$ cat src/rtl/mem_arb_pkg.sv
// Shared types and constants for the unified-memory arbiter.
package mem_arb_pkg;

  typedef enum logic [1:0] {
    S_IDLE    = 2'd0,
    S_WAIT_IF = 2'd1,
    S_WAIT_LS = 2'd2
  } state_t;

  typedef enum logic {
    OWN_IF = 1'b0,
    OWN_LS = 1'b1
  } owner_t;

  localparam logic [3:0] LEN_B = 4'd1;
  localparam logic [3:0] LEN_H = 4'd2;
  localparam logic [3:0] LEN_W = 4'd4;
  localparam logic [3:0] LEN_D = 4'd8;

  localparam int TIMEOUT_DEFAULT = 15;

endpackage

$ cat src/rtl/rr_pick2.sv
// Two-way round-robin picker: gnt[0] = fetch, gnt[1] = load/store.
module rr_pick2
  import mem_arb_pkg::*;
(
  input  logic [1:0] req,
  input  owner_t     last,
  output logic [1:0] gnt
);

  // A tie goes to whichever side did not win last; a lone request passes through.
  always_comb begin
    gnt = req;
    if (req == 2'b11) gnt = (last == OWN_LS) ? 2'b01 : 2'b10;
  end

endmodule

$ cat src/rtl/mem_arbiter.sv
// Fetch / load-store arbiter in front of a single-port memory, one read outstanding.
//
// state     | meaning
// S_IDLE    | arbitrate, drive the winner's command onto mem_*
// S_WAIT_IF | fetch read accepted, waiting for mem_rvalid or timeout
// S_WAIT_LS | load read accepted, waiting for mem_rvalid or timeout
module mem_arbiter
  import mem_arb_pkg::*;
#(
  parameter int ADDR_W  = 11,
  parameter int DATA_W  = 64,
  parameter int TIMEOUT = TIMEOUT_DEFAULT
) (
  input  logic              clk,
  input  logic              rst,
  input  logic              if_req,
  input  logic [ADDR_W-1:0] if_addr,
  output logic              if_gnt,
  output logic              if_rvalid,
  output logic [31:0]       if_rdata,
  input  logic              ls_req,
  input  logic              ls_we,
  input  logic [ADDR_W-1:0] ls_addr,
  input  logic [DATA_W-1:0] ls_wdata,
  input  logic [3:0]        ls_len,
  output logic              ls_gnt,
  output logic              ls_rvalid,
  output logic [DATA_W-1:0] ls_rdata,
  output logic              mem_req,
  output logic              mem_we,
  output logic [ADDR_W-1:0] mem_addr,
  output logic [DATA_W-1:0] mem_wdata,
  output logic [3:0]        mem_len,
  input  logic              mem_ready,
  input  logic              mem_rvalid,
  input  logic [DATA_W-1:0] mem_rdata,
  output logic              err
);

  state_t     state, state_nxt;
  owner_t     last_owner, pend_owner, owner;
  logic       pend_vld;
  logic [3:0] wait_cnt;
  logic [1:0] pick_gnt;
  logic       timeout_hit;

  rr_pick2 u_pick (
    .req  ({ls_req, if_req}),
    .last (last_owner),
    .gnt  (pick_gnt)
  );

  // Next state and all command/response outputs; a stalled winner keeps ownership.
  always_comb begin
    owner       = pick_gnt[1] ? OWN_LS : OWN_IF;
    if (pend_vld) owner = pend_owner;
    timeout_hit = (state != S_IDLE) && !mem_rvalid && (wait_cnt == 4'(TIMEOUT));
    state_nxt   = state;
    mem_req     = 1'b0;
    mem_we      = 1'b0;
    mem_addr    = '0;
    mem_wdata   = '0;
    mem_len     = '0;
    if_gnt      = 1'b0;
    ls_gnt      = 1'b0;
    if_rvalid   = 1'b0;
    if_rdata    = '0;
    ls_rvalid   = 1'b0;
    ls_rdata    = '0;
    case (state)
      S_IDLE: begin
        // rst gating keeps the combinational command quiet while reset is held
        mem_req = rst && (pend_vld || (|pick_gnt));
        if (mem_req) begin
          if (owner == OWN_LS) begin
            mem_we    = ls_we;
            mem_addr  = ls_addr;
            mem_wdata = ls_wdata;
            mem_len   = ls_len;
          end else begin
            mem_addr  = if_addr;
            mem_len   = LEN_W;
          end
          if (mem_ready) begin
            if_gnt = (owner == OWN_IF);
            ls_gnt = (owner == OWN_LS);
            if (!mem_we) state_nxt = (owner == OWN_LS) ? S_WAIT_LS : S_WAIT_IF;
          end
        end
      end
      S_WAIT_IF: begin
        if (mem_rvalid || timeout_hit) begin
          if_rvalid = 1'b1;
          if_rdata  = mem_rvalid ? mem_rdata[31:0] : '0;
          state_nxt = S_IDLE;
        end
      end
      S_WAIT_LS: begin
        if (mem_rvalid || timeout_hit) begin
          ls_rvalid = 1'b1;
          ls_rdata  = mem_rvalid ? mem_rdata : '0;
          state_nxt = S_IDLE;
        end
      end
      default: state_nxt = S_IDLE;
    endcase
  end

  // State register.
  always_ff @(posedge clk or negedge rst) begin
    if (!rst) state <= S_IDLE;
    else      state <= state_nxt;
  end

  // Ownership history, pending-winner latch, saturating wait counter and sticky error.
  always_ff @(posedge clk or negedge rst) begin
    if (!rst) begin
      last_owner <= OWN_LS;
      pend_owner <= OWN_IF;
      pend_vld   <= 1'b0;
      wait_cnt   <= '0;
      err        <= 1'b0;
    end else begin
      if (state == S_IDLE && mem_req) begin
        if (mem_ready) begin
          last_owner <= owner;
          pend_vld   <= 1'b0;
        end else begin
          pend_owner <= owner;
          pend_vld   <= 1'b1;
        end
      end
      if (state == S_IDLE)                        wait_cnt <= '0;
      else if (!mem_rvalid && wait_cnt != 4'hF)   wait_cnt <= wait_cnt + 4'd1;
      if ((state == S_IDLE && mem_rvalid) || timeout_hit) err <= 1'b1;
    end
  end

endmodule

$ cat config.mk
export PLATFORM = sky130hd
export DESIGN_NAME = mem_arbiter
export DESIGN_NICKNAME = d
export VERILOG_FILES = /design/src/rtl/mem_arb_pkg.sv /design/src/rtl/rr_pick2.sv /design/src/rtl/mem_arbiter.sv
export SDC_FILE = /design/constraint.sdc
export NUM_CORES = 1
export LEC_CHECK = 0
export ABC_CLOCK_PERIOD_IN_PS = 2600
export CORE_AREA = 8 8 127 129
export DETAILED_ROUTE_END_ITERATION = 10
export DIE_AREA = 0 0 135 137
export GPL_ROUTABILITY_DRIVEN = 0
export PLACE_DENSITY = 0.67
export SLEW_MARGIN = 10
export SYNTH_ARGS = -nofsm -noshare
export SYNTH_HDL_FRONTEND = slang
export SYNTH_SLANG_ARGS = --single-unit
$ cat constraint.sdc
create_clock -name clk -period 2.6 [get_ports clk]
set_input_delay 0.26 -clock clk [delete_from_list [all_inputs] [get_ports clk]]
set_output_delay 0.26 -clock clk [all_outputs]
set_load 0.05 [all_outputs]
==> reports/metrics.csv <==
metric,value,unit
syn_area_per_cell,7.05,µm²
Post-synth EDFFs,0,
initial antenna violation count,0,
"Buf+Inv Stages, Crit Path",3,
RSZ-0062 raised after global routing,no,
port bufs,342,
Critical Path Max Stage Delay,0.39,ns
Starting Density,14.1,%
Starting DRT DRC Count,107,
setup_tns,0,ns
Yosys Warn Count,0,
Worst path slowest cell,dfrtp_1,
Post-Syn Instances,283,
CTS Hold Bufs,0,
gr ovfl total,0,
core area,0.0142,mm²
Final Hold Fails,0,
vias in the first global route,3476,
synth unique cells,34,
final wirelength,15100,µm
clk slew on worst S/H paths,0.04,ns
Worst-Skew Late Latency,0.24,ns
Vias/cell,4.20,
Crit path max-delay family,simple AND/OR/NAND/NOR gates,
Static Leakage,3.39,nW
final core occ,52.6,%
CP Launch Type,register,
die height,137,µm
synthesized flop and latch total,10,
CP Data Arrival Time,2.00,ns
Worst Clk Skew,0.000807,ns
Die X,135,µm
pin count of the biggest net entering global routing,68,
Routed WL per cell,19.1,µm
Die Area,0.0185,mm²
CTS root buffer,clkbuf_16,
"Async S/R FF share, synth",100,%
CTS Sinks,10,
pwr dens,655,mW/mm²
Tot GR Track Use,14.7,%
ratio of cells with drive above 1 in the final layout,36.0,%
status,completed,
total vias in the final route,3315,
Critical Path Most Common Cell,buf_12,
number of diodes,0,
Placed Area,0.00739,mm²
Post-CTS Repair Setup Buffers,0,
period utilization,86.8,%
synth top area cells,"and3_1 (30%), and2_1 (15%), dfrtp_1 (11%)",
area delta synth->final,274,%
Worst Path Required,2.34,ns
# DRC,0,
post-DP HPWL,13200,µm
CTS buffer count,3,
count of pins over their slew limit,0,
"antenna viol nets, final",0,
measured slew at the worst slew-check pin,0.525,ns
type of destination of the critical path,output port,
Final nets,771,
fin area,0.00747,mm²
first-pass iteration count of the detailed router,4,
Synth Cell Area,0.00200,mm²
first-pass GRT wire length,21500,µm
Final Critical Period,2.26,ns
H-tree Lvls,1,
fillers,1218,
Resized cells post-CTS,0,
register area share after synthesis,12.6,%
Top Ports,343,
WS Path Type,reg -> out,
slew margin rel.,65.0,%
ys flop type,dfrtp_1,
final setup fails,0,
CTS tree,done,
post-synth top area share,30.4,%
crit-path cells,inv_1 -> ha_1 -> nand3_4 -> nor2_4 -> buf_12 -> and2_1 -> buf_12,
max capacitance violation total,0,
Min-Delay Path Class,in -> async,
crit-path max FO,67,
"Net Count, Synth",448,
Yosys top cell by area,and3_1,
VDD IR-drop max,0.000563,V
Row Count,44,
Achievable Freq,443,MHz
CTS Buffer Depth,2,
placed cells by master, fill, tap and decap left out, types with 2 or more instances in the layout:
cell / n
buf_4: 6
o21ai_0: 3
nor2_1: 19
and2_4: 20
buf_12: 183
nor3_1: 4
a31oi_1: 2
nand2_1: 4
clkdlybuf4s50_1: 160
mux2i_1: 12
and3_1: 97
and2_1: 47
clkbuf_16: 3
ha_1: 4
a21oi_1: 5
nor2b_1: 2
o31ai_1: 2
inv_1: 5
dfrtp_1: 9
metal layers:
layer / up-vias / wire length, µm / track usage, %
met5: - / 0 / 0
met4: 0 / 183 / 2.78
li1: 1609 / - / -
met1: 1525 / 5130 / 15.0
met3: 13 / 1220 / 4.30
met2: 168 / 8540 / 28.9
where the power goes:
| part | internal (W) | switching (W) | leakage [nW] |
|---|---|---|---|
| registers | 0.000209 | 0.0000438 | 0.125 |
| clock network | 0.000206 | 0.0000801 | 0.0382 |
| logic | 0.00201 | 0.00234 | 3.23 |
| total | 0.00242 | 0.00247 | 3.39 |
state kept, by name, indices dropped and copies added, names as in the netlist:
name / flops
last_owner: 1
pend_owner: 1
err: 1
state: 2
wait_cnt: 4
pend_vld: 1
synth_stat cells, drive strengths merged, types with 3 or more instances:
library cell	number
nor3	4
dfrtp	9
clkbuf	25
a21oi	5
buf	7
and3	97
nand2	4
o21ai	3
mux2i	13
nor2	20
inv	5
ha	4
and2	67
final timing paths:
path,cells past startpoint,to,slack (ns),from
min in group clk,2,err,0.47,err
worst min register to register,2,err,0.47,err
worst min-delay path,2,wait_cnt[3],0.43,rst
worst max-delay path,7,mem_wdata[38],0.34,state[1]
max in group asynchronous,2,last_owner,1.94,rst
worst max register to register,7,state[1],0.69,state[1]
metrics by stage:
step	total power [W]	setup slack (ns)	hold WS [ns]	instances
after floorplan	0.00241	0.291	-0.0356	283
after global placement	0.00457	0.387	0.459	785
after detailed placement	0.00464	0.356	0.468	785
after CTS	0.00494	0.321	0.436	789
after global routing	0.00509	0.181	0.462	789
final	0.00489	0.344	0.433	789
cell type report:
| cell class | count | area (µm²) | share of cell area [%] |
|---|---|---|---|
| well taps | 184 | 230 | 3.08 |
| flip-flops and latches | 10 | 251 | 3.37 |
| clock buffers | 4 | 78.8 | 1.06 |
| inverters | 5 | 18.8 | 0.251 |
| multi-input cells | 236 | 1580 | 21.1 |
| repair buffers | 350 | 5320 | 71.2 |
logic make-up (layout without fill, tap and decap cells):
logic type	count (synthesis)	count (layout)	synth area share [%]
muxes	13	13	6.52
buffers and inverters	37	359	8.90
DFF	10	10	12.6
AOI/OAI and AO/OA	16	16	5.08
adders and majority gates	4	4	2.51
and+or+nand+nor	201	201	63.5
xor gates and xnor gates	2	2	0.878
Note: power is estimated with default switching activity, not from simulation.
